`config.mk`:
```
export PLATFORM = sky130hd
export DESIGN_NAME = fazyrv_rf_seq_flat
export DESIGN_NICKNAME = d
export VERILOG_FILES = /design/src/rtl/fazyrv_rf_seq_if.sv /design/src/rtl/fazyrv_rf_seq.sv /design/src/flat_wrapper.sv
export SDC_FILE = /design/constraint.sdc
export NUM_CORES = 1
export LEC_CHECK = 0
export BUFFER_PORTS_ARGS = -buffer_cell sky130_fd_sc_hd__buf_2
export CAP_MARGIN = 5
export CORE_MARGIN = 1
export CORE_UTILIZATION = 52
export CTS_BUF_LIST = sky130_fd_sc_hd__clkbuf_8
export CTS_CLUSTER_SIZE = 14
export DETAILED_ROUTE_END_ITERATION = 8
export PLACE_DENSITY = 0.78
export SLEW_MARGIN = 20
export SYNTH_ARGS = -nofsm -noshare
export SYNTH_HDL_FRONTEND = slang
export SYNTH_SLANG_ARGS = --single-unit
```
`constraint.sdc`:
```
create_clock -name clk_i -period 1.5 [get_ports clk_i]
set_input_delay 0 -clock clk_i [delete_from_list [all_inputs] [get_ports clk_i]]
set_output_delay 0 -clock clk_i [all_outputs]
set_load 0.02 [all_outputs]
```
`src/rtl/fazyrv_rf_seq_if.sv`:
```
// Register-file RAM bus between fazyrv_rf_seq (master) and the RF RAM (slave):
// NRP synchronous read ports sharing one enable, plus one write port.
interface fazyrv_rf_seq_if #(
    parameter int NRP      = 1,
    parameter int ADRWIDTH = 5
);
    logic                    re;
    logic [NRP*ADRWIDTH-1:0] raddr;
    logic [NRP*32-1:0]       rdata;
    logic                    we;
    logic [ADRWIDTH-1:0]     waddr;
    logic [31:0]             wdata;

    modport master (
        output re,
        output raddr,
        input  rdata,
        output we,
        output waddr,
        output wdata
    );

    modport slave (
        input  re,
        input  raddr,
        output rdata,
        input  we,
        input  waddr,
        input  wdata
    );
endinterface

```
`src/rtl/fazyrv_rf_seq.sv`:
```
// Register-file front end for the chunked FazyRV datapath: fetches up to three source
// operands over NRP RAM read ports, serves them chunk-wise, and collects rd for one write.
module fazyrv_rf_seq #(
    parameter int CHUNKSIZE = 2,
    parameter int NRS       = 2,
    parameter int NRP       = 1,
    parameter int ADRWIDTH  = 5,
    parameter int BYPASS    = 0
) (
    input  logic                     clk_i,
    input  logic                     rst_in,
    input  logic                     rd_req_i,
    input  logic                     flush_i,
    input  logic [NRS*5-1:0]         rs_i,
    output logic                     busy_o,
    output logic                     rs_vld_o,
    input  logic                     shft_i,
    output logic [NRS*CHUNKSIZE-1:0] rs_o,
    input  logic [4:0]               rd_i,
    input  logic [CHUNKSIZE-1:0]     res_i,
    input  logic                     we_i,
    input  logic                     wstb_i,
    fazyrv_rf_seq_if.master          ram
);

    localparam int R = (NRS + NRP - 1) / NRP;

    localparam logic [1:0] S_IDLE  = 2'd0;
    localparam logic [1:0] S_ISSUE = 2'd1;
    localparam logic [1:0] S_RET   = 2'd2;
    localparam logic [1:0] S_LOAD  = 2'd3;
    localparam logic [1:0] S_VLD   = (BYPASS != 0) ? S_RET : S_LOAD;

    function automatic logic [31:0] rotr(input logic [31:0] x);
        return (x >> CHUNKSIZE) | (x << (32 - CHUNKSIZE));
    endfunction

    function automatic logic [31:0] shift_in(input logic [31:0] x, input logic [CHUNKSIZE-1:0] c);
        return (x >> CHUNKSIZE) | (32'(c) << (32 - CHUNKSIZE));
    endfunction

    logic [1:0]              state_q, state_d;
    logic [1:0]              rnd_q, rnd_d;
    logic                    cap_q, cap_d;
    logic [1:0]              cap_rnd_q, cap_rnd_d;
    logic [NRP-1:0]          fwd_q, fwd_d;
    logic [31:0]             fwd_data_q;
    logic [31:0]             op_q [NRS];
    logic [31:0]             op_d [NRS];
    logic [31:0]             rdb_q, rdb_d;

    logic                    issue;
    logic [1:0]              issue_rnd;
    logic [NRP*ADRWIDTH-1:0] raddr;
    logic                    wr_en;
    logic [ADRWIDTH-1:0]     wr_addr;
    logic [31:0]             pd [NRP];

    // Sequencer: round 0 goes out in the request cycle, later rounds one per cycle
    always_comb begin
        state_d   = state_q;
        rnd_d     = rnd_q;
        issue     = 1'b0;
        issue_rnd = rnd_q;
        case (state_q)
            S_IDLE: begin
                issue_rnd = 2'd0;
                if (rd_req_i) begin
                    issue   = 1'b1;
                    rnd_d   = 2'd1;
                    state_d = (R > 1) ? S_ISSUE : S_RET;
                end
            end
            S_ISSUE: begin
                issue = 1'b1;
                if (rnd_q == 2'(R - 1)) begin
                    state_d = S_RET;
                end else begin
                    rnd_d = rnd_q + 2'd1;
                end
            end
            S_RET:   state_d = (BYPASS != 0) ? S_IDLE : S_LOAD;
            S_LOAD:  state_d = S_IDLE;
            default: state_d = S_IDLE;
        endcase
        if (flush_i) begin
            state_d = S_IDLE;
            rnd_d   = 2'd0;
            issue   = 1'b0;
        end
        if (state_d == S_IDLE) begin
            rnd_d = 2'd0;
        end
    end

    always_comb begin
        raddr = '0;
        for (int n = 0; n < NRS; n++) begin
            if (n / NRP == int'(issue_rnd)) begin
                raddr[(n % NRP)*ADRWIDTH +: ADRWIDTH] = ADRWIDTH'(rs_i[5*n +: 5]);
            end
        end
    end

    assign wr_en   = rst_in & wstb_i & we_i & (rd_i != 5'd0);
    assign wr_addr = ADRWIDTH'(rd_i);

    // A port whose read collides with this cycle's write takes the write data next cycle
    always_comb begin
        for (int p = 0; p < NRP; p++) begin
            fwd_d[p] = issue && wr_en
                       && (wr_addr == raddr[p*ADRWIDTH +: ADRWIDTH])
                       && (raddr[p*ADRWIDTH +: ADRWIDTH] != '0);
        end
    end

    assign cap_d     = issue;
    assign cap_rnd_d = issue_rnd;

    always_comb begin
        for (int p = 0; p < NRP; p++) begin
            pd[p] = fwd_q[p] ? fwd_data_q : ram.rdata[32*p +: 32];
        end
    end

    // Operand buffers: capture the returning round, everything else rotates on shft_i
    always_comb begin
        for (int n = 0; n < NRS; n++) begin
            op_d[n] = op_q[n];
            if (cap_q && !flush_i && (n / NRP == int'(cap_rnd_q))) begin
                op_d[n] = ((BYPASS != 0) && shft_i) ? rotr(pd[n % NRP]) : pd[n % NRP];
            end else if (shft_i) begin
                op_d[n] = rotr(op_q[n]);
            end
        end
    end

    always_comb begin
        rs_o = '0;
        for (int n = 0; n < NRS; n++) begin
            rs_o[n*CHUNKSIZE +: CHUNKSIZE] = op_q[n][CHUNKSIZE-1:0];
            if ((BYPASS != 0) && (state_q == S_RET) && cap_q && (n / NRP == int'(cap_rnd_q))) begin
                rs_o[n*CHUNKSIZE +: CHUNKSIZE] = pd[n % NRP][CHUNKSIZE-1:0];
            end
        end
    end

    always_comb begin
        rdb_d = rdb_q;
        if (!wstb_i && shft_i) begin
            rdb_d = we_i ? shift_in(rdb_q, res_i) : rotr(rdb_q);
        end
    end

    always_ff @(posedge clk_i or negedge rst_in) begin
        if (!rst_in) begin
            state_q   <= S_IDLE;
            rnd_q     <= 2'd0;
            cap_q     <= 1'b0;
            cap_rnd_q <= 2'd0;
            fwd_q     <= '0;
            rdb_q     <= '0;
            for (int n = 0; n < NRS; n++) begin
                op_q[n] <= '0;
            end
        end else begin
            state_q   <= state_d;
            rnd_q     <= rnd_d;
            cap_q     <= cap_d;
            cap_rnd_q <= cap_rnd_d;
            fwd_q     <= fwd_d;
            rdb_q     <= rdb_d;
            for (int n = 0; n < NRS; n++) begin
                op_q[n] <= op_d[n];
            end
        end
    end

    always_ff @(posedge clk_i) begin
        fwd_data_q <= rdb_q;
    end

    assign ram.re    = rst_in & issue;
    assign ram.raddr = raddr;
    assign ram.we    = wr_en;
    assign ram.waddr = wr_addr;
    assign ram.wdata = rdb_q;

    assign busy_o   = (state_q != S_IDLE);
    assign rs_vld_o = (state_q == S_VLD) & ~flush_i;

endmodule

```
`src/flat_wrapper.sv`:
```
// flat-port wrapper written by rule: the top's interface ports become plain ports
module fazyrv_rf_seq_flat 
#(
    parameter int CHUNKSIZE = 2,
    parameter int NRS       = 2,
    parameter int NRP       = 1,
    parameter int ADRWIDTH  = 5,
    parameter int BYPASS    = 0
)
  (clk_i, rst_in, rd_req_i, flush_i, rs_i, busy_o, rs_vld_o, shft_i, rs_o, rd_i, res_i, we_i, wstb_i, ram_re, ram_raddr, ram_rdata, ram_we, ram_waddr, ram_wdata);
  fazyrv_rf_seq_if #(.NRP(NRP), .ADRWIDTH(ADRWIDTH)) ram_i ();
  input  logic clk_i;
  input  logic rst_in;
  input  logic rd_req_i;
  input  logic flush_i;
  input  logic [NRS*5-1:0] rs_i;
  output logic busy_o;
  output logic rs_vld_o;
  input  logic shft_i;
  output logic [NRS*CHUNKSIZE-1:0] rs_o;
  input  logic [4:0] rd_i;
  input  logic [CHUNKSIZE-1:0] res_i;
  input  logic we_i;
  input  logic wstb_i;
  output wire logic [$bits(ram_i.re)-1:0] ram_re;
  output wire logic [$bits(ram_i.raddr)-1:0] ram_raddr;
  input wire logic [$bits(ram_i.rdata)-1:0] ram_rdata;
  output wire logic [$bits(ram_i.we)-1:0] ram_we;
  output wire logic [$bits(ram_i.waddr)-1:0] ram_waddr;
  output wire logic [$bits(ram_i.wdata)-1:0] ram_wdata;
  assign ram_re = ram_i.re;
  assign ram_raddr = ram_i.raddr;
  assign ram_i.rdata = ram_rdata;
  assign ram_we = ram_i.we;
  assign ram_waddr = ram_i.waddr;
  assign ram_wdata = ram_i.wdata;
  fazyrv_rf_seq #(.CHUNKSIZE(CHUNKSIZE), .NRS(NRS), .NRP(NRP), .ADRWIDTH(ADRWIDTH), .BYPASS(BYPASS)) u_core (.clk_i(clk_i), .rst_in(rst_in), .rd_req_i(rd_req_i), .flush_i(flush_i), .rs_i(rs_i), .busy_o(busy_o), .rs_vld_o(rs_vld_o), .shft_i(shft_i), .rs_o(rs_o), .rd_i(rd_i), .res_i(res_i), .we_i(we_i), .wstb_i(wstb_i), .ram(ram_i));
endmodule
```
==> metrics.md, run 1 <==
| Metric | Value |
|---|---|
| Status | `finished, violations left` |
| Failing checks | `setup timing` |
| Post-Syn Nets | `~550` |
| Die area | `around 12000 um^2` |
| Max Clock Skew | `10.57 ps` |
| Routed vias/inst | `between 5 and 6` |
| Worst Hold Depth | `5` |
| VDD IR max | `between 700 and 800 uV` |
| Count of final setup violators | `9` |
| FMAX | `approximately 550 MHz` |
| Drt pass-1 iters | `4` |
| CP Launch Type | `flip-flop` |
| CP max FO | `7` |
| Std-Cell Rows | `38` |
| Tcrit/Tclk final | `120.2%` |
| Die Span X | `107.7 um` |
| Fraction of layout cells with a size suffix above 1 | `36.10%` |
| Post-synth top area cell | `dfrtp_1` |
| Post-DP HPWL | `8246 um` |
| Post-synthesis cell type count | `35` |
| Die Ht | `107.7 um` |
| Count of buffers from port buffering | `105` |
| FF-to-FF Start | `u_core.state_q[1]` |
| HP Start | `shft_i` |
| Pwr dens | `~1500 nW/um^2` |
| Clk buf depth | `2` |
| Req. time, crit path | `1860 ps` |
| Share of flip-flops with an asynchronous set or reset | `between 70% and 80%` |
| WL final | `13610 um` |
| Critical Path End Type | `flip-flop` |
| Wire per inst | `16.95 um` |
| R2R setup slack | `-300 ps` |
| Iter 0 DRT Violations | `approximately 230` |
| Register bit count reported by yosys | `roughly 140` |
| H-tree Lvls | `4` |
| Fin. max-slew vios | `0` |
| Multi-input logic area | `between 2000 and 2500 um^2` |
| TritonCTS buffer count | `17` |
| Max-cap violations | `0` |
| Final Power | `between 10 and 15 mW` |
| Post-synth EDFFs | `0` |
| End of the worst register-to-register path | `u_core.fwd_q` |
| # clock sinks | `between 100 and 150` |
| Mean Syn Cell Area | `roughly 12 um^2` |
| Clock Latency Late Sink | `around 440 ps` |
| Final Hold Viols | `0` |
| # IOs | `between 100 and 150` |
| Syn Inst Count | `about 500` |
| Synth top area share | `around 45%` |
| Arr. time, crit path | `between 2000 and 2500 ps` |
| First-pass GRT wire length | `around 22000 um` |
| Vias in the first global route | `~4500` |
| ANT nets after route | `0` |
| DRC | `0` |
| Area contributors post-synth | `dfrtp_1 45%, mux2_2 12%, mux2i_1 12%` |
| Period minus WS final | `roughly 1800 ps` |
| DR vias | `between 4000 and 5000` |
| GRT Util Overall | `24.59%` |
| Post-Route Setup TNS | `-1462 ps` |
| Starting density of the core | `53.38%` |
| Setup WS post-layout | `-303.4 ps` |
| Setup CP Type | `reg -> reg` |
| Hold WC Path Type | `in -> reg` |
| GRT overflow | `0` |
| CTS tree | `yes` |
| Routability cong. | `just over 0.8` |
| Clock-pin slew on the worst setup and hold paths | `70 ps` |
| Fill count | `746` |
| Register area share after synthesis | `between 50% and 60%` |
| Largest net degree at the start of global routing | `69` |
| Initial antenna violation count | `0` |
| Hold endpoint | `u_core.ram.wdata[31]` |
| Unrepaired setup endpoints after global routing | `yes` |
| Main synth FF type | `dfrtp_1` |
| Core ar. | `between 10000 and 15000 um^2` |
| Clk root buf | `clkbuf_8` |
| Layout net count | `around 710` |
| Cells on worst reg2reg path | `6` |
| Mapped cell area | `around 5800 um^2` |
| Yosys warnings | `0` |
| Headroom to the max-slew limit | `between 60 and 70%` |
| Worst Max-Slew Pin Slew | `around 460 ps` |
| FF+latch area | `around 3200 um^2` |
| Pleak | `3.640 nW` |
| Area grow syn2layout | `29.54%` |
-- kinds of logic (layout without fill, tap and decap cells) --
group	count (synthesis)	in the layout	synth area share, %
DFF	136	136	55.80
xor gates and xnor gates	6	6	0.9042
AOI/OAI and AO/OA	85	85	8.267
other	0	1	0
and+or+nand+nor	91	91	7.040
buffers and inverters	47	214	4.220
muxes	129	129	23.55
adders and majority gates	1	1	0.2153
-- worst max-delay path by stage --
stage / to / slack (ps) / startpoint
floorplan: u_core.fwd_q / -70 / u_core.state_q[1]
global placement: u_core.rnd_q[1] / 40 / u_core.rnd_q[0]
detailed placement: u_core.fwd_q / -50 / u_core.rnd_q[0]
CTS: ram_raddr[2] / -250 / u_core.state_q[1]
global route: u_core.fwd_q / -360 / u_core.state_q[0]
finish: u_core.fwd_q / -300 / u_core.state_q[1]
-- layout make-up --
class                      count  share of cell area [%]
timing repair buffer         180                   17.72
clock buffer                  23                   4.205
clock inverter                 7                  0.3989
tap                          140                   2.327
inverter                       4                  0.1994
sequential                   136                   43.13
antenna                        1                 0.03324
multi-input combinational    312                   31.99
-- through the flow --
| step | utilization (%) | hold slack, ps | cells | worst slack, ps | cell area [um^2] |
|---|---|---|---|---|---|
| CTS | 68.26 | 97.52 | 796 | -251.0 | 7432 |
| global placement | 59.49 | -150.5 | 712 | 41.10 | 6477 |
| floorplan | - | -295.6 | 495 | -65.51 | 5816 |
| finish | 69.15 | 148.2 | 803 | -303.4 | 7528 |
| global route | 69.12 | 182.1 | 802 | -359.6 | 7526 |
| detailed placement | 59.49 | -146.6 | 712 | -46.66 | 6477 |
-- power breakdown --
part	internal (mW)	leakage, nW	switching (mW)
sequential	4.92	1.61	0.835
clock	1.36	0.198	1.27
combinational	1.28	1.83	1.41
total	7.56	3.64	3.51
-- critical path, cell delays in order (launching register included) --
cell,delay (ps)
dfrtp_2,460
o211a_1,240
a221o_1,350
buf_4,160
xnor2_1,210
nand4_1,150
nor3_1,150
-- routing by layer --
layer	share of wire [%]	GRT usage (%)	vias to the layer above
met5	0	0	-
met4	1.7	10.27	0
met3	4.5	7.022	22
met2	52	41.80	135
met1	41	29.06	2101
li1	-	-	2031
-- synth_stat cells (2+ instances only) --
| cell type | number |
|---|---|
| a21oi_1 | 4 |
| nor3b_1 | 4 |
| inv_1 | 4 |
| dfrtp_1 | 104 |
| buf_2 | 19 |
| a221o_1 | 4 |
| buf_4 | 10 |
| nor2_1 | 6 |
| nand2b_1 | 2 |
| mux2_2 | 62 |
| clkbuf_1 | 10 |
| o21ai_1 | 5 |
| xnor2_1 | 5 |
| o211a_1 | 5 |
| dfxtp_1 | 32 |
| mux2i_1 | 67 |
| nor3_1 | 3 |
| buf_1 | 3 |
| nand2_1 | 68 |
| o21ai_0 | 63 |
-- cell usage in the layout (no fill, tap or decap), types with 2 or more instances in the layout --
| master | netlist | final |
|---|---|---|
| nor2_4 | 0 | 2 |
| o21ai_1 | 5 | 6 |
| o21ai_0 | 63 | 61 |
| a221o_1 | 4 | 4 |
| a21oi_2 | 0 | 2 |
| buf_4 | 10 | 19 |
| mux2_2 | 62 | 62 |
| dfxtp_1 | 32 | 32 |
| dfrtp_1 | 104 | 101 |
| nand2b_1 | 2 | 2 |
| nor2_1 | 6 | 3 |
| buf_12 | 0 | 5 |
| mux2i_1 | 67 | 67 |
| o211a_1 | 5 | 5 |
| buf_2 | 19 | 97 |
| xnor2_1 | 5 | 4 |
| nand2_1 | 68 | 68 |
| buf_6 | 1 | 12 |
| nor3_1 | 3 | 2 |
| a21oi_1 | 4 | 2 |
| dfrtp_2 | 0 | 3 |
| clkbuf_8 | 0 | 23 |
| inv_1 | 4 | 7 |
| dlygate4sd3_1 | 0 | 47 |
| clkinv_2 | 0 | 3 |
| nor3b_1 | 4 | 3 |
-- registers in the layout, indices dropped and copies added (netlist names) --
name and count:
u_core.op_q 60, u_core.cap_rnd_q 2, u_core.rnd_q 2, u_core.rs_o 4
u_core.ram.wdata 32, u_core.fwd_q 1, u_core.cap_q 1, u_core.fwd_data_q 32
u_core.state_q 2
-- what timing repair did --
item / 4_1_cts / 5_1_grt
gates resized for setup: 26 / 13
endpoints found under the hold margin: 176 / 0
buffers inserted: 7 / 6
hold buffers: 47 / 0
pin swaps: 7 / 7
endpoints found under the setup margin: 9 / 9
(Power assumes the default switching activity.)
==> inputs of run 2 (changes only) <==
--- a/config.mk
+++ b/config.mk
@@ -5,7 +5,7 @@
 export SDC_FILE = /design/constraint.sdc
 export NUM_CORES = 1
 export LEC_CHECK = 0
-export BUFFER_PORTS_ARGS = -buffer_cell sky130_fd_sc_hd__buf_2
+export BUFFER_PORTS_ARGS = -buffer_cell sky130_fd_sc_hd__buf_4
 export CAP_MARGIN = 5
 export CORE_MARGIN = 1
 export CORE_UTILIZATION = 52
==> metrics.md, run 2 (synthesized netlist as in run 1, its figures left out) <==
| Metric | Value |
|---|---|
| # clock sinks | `136 (unchanged)` |
| Tcrit/Tclk final | `116.9% (-3.4 points)` |
| Initial antenna violation count | `0 (unchanged)` |
| GR met1 Demand/Resource | `30.33% (+1.3 points)` |
| P_sw | `3.602 mW (+2.6%)` |
| VDD IR max | `708.9 uV (+0.98%)` |
| Routed vias/inst | `5.401 (+1.1%)` |
| Max FFs per register | `60 (unchanged)` |
| Post-DP HPWL | `8403 um (+1.9%)` |
| Count of final setup violators | `8 (-1)` |
| GRT overflow | `0 (unchanged)` |
| GRT met2 Usage | `43.64% (+1.8 points)` |
| Non-Filler Instances | `800 (-0.37%)` |
| Setup WS post-layout | `-253.0 ps (+50.41 ps)` |
| Busiest metal layer after global routing | `met2` |
| Unrepaired setup endpoints after global routing | `yes` |
| Post-Route Setup TNS | `-1369 ps (+93.38 ps)` |
| Switching Share | `30.78% (-0.93 points)` |
| WL final | `13980 um (+2.8%)` |
| Drt pass-1 iters | `5 (+1)` |
| Clock Latency Late Sink | `430 ps (about the same)` |
| Layout net count | `704 (-0.56%)` |
| Clock-pin slew on the worst setup and hold paths | `70 ps (about the same)` |
| Clock share of power | `25.6% (+1.9 points)` |
| Headroom to the max-slew limit | `69.85% (+0.42 points)` |
| Met3 GRT Util | `5.266% (-1.8 points)` |
| CP Launch Type | `flip-flop` |
| Count of buffers from port buffering | `105 (unchanged)` |
| Pwr dens | `1503 nW/um^2 (+2.2%)` |
| Clk root buf | `clkbuf_8` |
| Clk buf depth | `2 (unchanged)` |
| H-tree Lvls | `4 (unchanged)` |
| Max Clock Skew | `9.999 ps (-0.5710 ps)` |
| Period minus WS final | `1753 ps (-50.41 ps)` |
| Worst Max-Slew Pin Slew | `452.2 ps (-6.324 ps)` |
| Antenna diodes | `0 (-1)` |
| Crit path cell chain | `buf_6, buf_4, o21a_1, nand2_1, o21ai_2, buf_6` |
| Vias in the first global route | `4384 (-1.5%)` |
| Status | `finished, violations left` |
| FMAX | `570.5 MHz (+2.9%)` |
| Setup CP Type | `reg -> out` |
| CP max FO | `7 (unchanged)` |
| Final Hold Viols | `0 (unchanged)` |
| ANT nets after route | `0 (unchanged)` |
| GRT Util Overall | `25.17% (+0.58 points)` |
| Arr. time, crit path | `1750 ps (-410 ps)` |
| Hold WC Path Type | `in -> reg` |
| Int Pwr | `8.100 mW (+7.1%)` |
| Most frequent cells in the layout | `115 x buf_4, 101 x dfrtp_1, 68 x nand2_1` |
| Std-Cell Rows | `38 (unchanged)` |
| Die Ht | `107.7 um (unchanged)` |
| Req. time, crit path | `1500 ps (-360 ps)` |
| Fraction of layout cells with a size suffix above 1 | `36.21% (+0.11 points)` |
| Failing checks | `setup timing` |
| Pleak | `3.699 nW (+1.6%)` |
| Hold_ws | `146.1 ps (-2.123 ps)` |
| Critical Path Max Stage Delay | `430 ps (-30 ps)` |
| Routability cong. | `0.8299 (+0.75%)` |
| Die area | `11600 um^2 (unchanged)` |
| TritonCTS buffer count | `17 (unchanged)` |
| CTS tree | `yes` |
| DR vias | `4321 (+0.75%)` |
| Wire per inst | `17.48 um (+3.1%)` |
| Die Span X | `107.7 um (unchanged)` |
| First-pass GRT wire length | `21980 um (+1.9%)` |
| Biggest register | `u_core.op_q` |
| Core ar. | `10890 um^2 (unchanged)` |
| Largest net degree at the start of global routing | `78 (+13%)` |
| Slowest CP cell | `dfrtp_2` |
| Final Power | `11.70 mW (+5.7%)` |
| Combinational Power Share | `24.8% (+0.5 points)` |
| Fin. max-slew vios | `0 (unchanged)` |
| Max-cap violations | `0 (unchanged)` |
| CP dominant cell by count | `buf_6` |
| # IOs | `106 (unchanged)` |
| Sequential power share | `49.6% (-2.4 points)` |
| DRC | `0 (unchanged)` |
| Starting density of the core | `53.38% (unchanged)` |
| Inst Count DP | `712 (unchanged)` |
| Critical Path End Type | `output pin` |
| Iter 0 DRT Violations | `207 (-12%)` |
| Commonest non-fill, non-tap cell in the layout | `buf_4` |
| Area grow syn2layout | `33.97%` |
==> run 2: cell types whose count changed in the layout (fill, tap and decap cells not counted), sizes merged <==
cell and change:
clkbuf -4, buf -3, bufinv +3, clkinv +1, clkinvlp +1, diode -1, dlygate4sd3 -1, inv +1
==> run 2: metal layers <==
| layer | up-vias | share of wire (%) |
|---|---|---|
| li1 | 2021 | - |
| met1 | 2139 | 41 |
| met2 | 142 | 53 |
| met3 | 19 | 4.3 |
| met4 | 0 | 1.7 |
| met5 | - | 0 |
==> run 2: cell type report <==
cell class                 instances  area (um^2)
clock inverter                    13        140.1
multi-input combinational        312         2411
inverter                           4        15.01
fill                             715         3102
tap                              140        175.2
timing repair buffer             176         1536
clock buffer                      19        261.5
sequential                       136         3247
==> run 2: worst paths after layout <==
| path | end | slack (ps) | depth (start not counted) | startpoint |
|---|---|---|---|---|
| max | ram_raddr[1] | -250 | 6 | u_core.state_q[1] |
| min | u_core.fwd_q | 150 | 5 | rs_i[0] |
| max reg2reg | u_core.fwd_q | -210 | 8 | u_core.state_q[1] |
| min reg2reg | u_core.fwd_data_q[4] | 420 | 0 | u_core.ram.wdata[4] |
| max in group asynchronous | u_core.op_q[53] | 980 | 3 | rst_in |
| min in group asynchronous | u_core.rnd_q[1] | 180 | 3 | rst_in |
==> run 2: power by group through the flow <==
stage / sequential [mW] / combinational (mW) / clock [mW]
final: 5.80 / 2.91 / 2.99
after detailed placement: 5.84 / 2.68 / 0
after floorplan: 5.87 / 1.36 / 0
after CTS: 5.78 / 2.86 / 3.03
after global routing: 5.95 / 3.15 / 3.21
after global placement: 5.76 / 2.58 / 0
==> run 2: per-stage QoR <==
step / worst slack, ps / area, um^2 / util, %
floorplan: -65.51 / 5816 / -
global placement: 18.68 / 6735 / 61.86
detailed placement: -110.6 / 6735 / 61.86
CTS: -249.4 / 7739 / 71.08
global route: -304.9 / 7786 / 71.51
finish: -253.0 / 7786 / 71.51
==> run 2: critical path, delay by kind of cell, from the launching register on <==
family | cells | cell delay [ps]
DFF | 1 | 430
AOI/OAI and AO/OA | 2 | 390
and+or+nand+nor | 1 | 90
buffers and inverters | 3 | 410
==> run 2: repair_timing <==
| item | CTS | global route |
|---|---|---|
| setup endpoints to repair | 9 | 11 |
| pin swaps | 14 | 8 |
| resized for setup | 25 | 9 |
| hold buffers | 46 | 0 |
| hold endpoints to repair | 176 | 0 |
| buffers inserted | 8 | 4 |
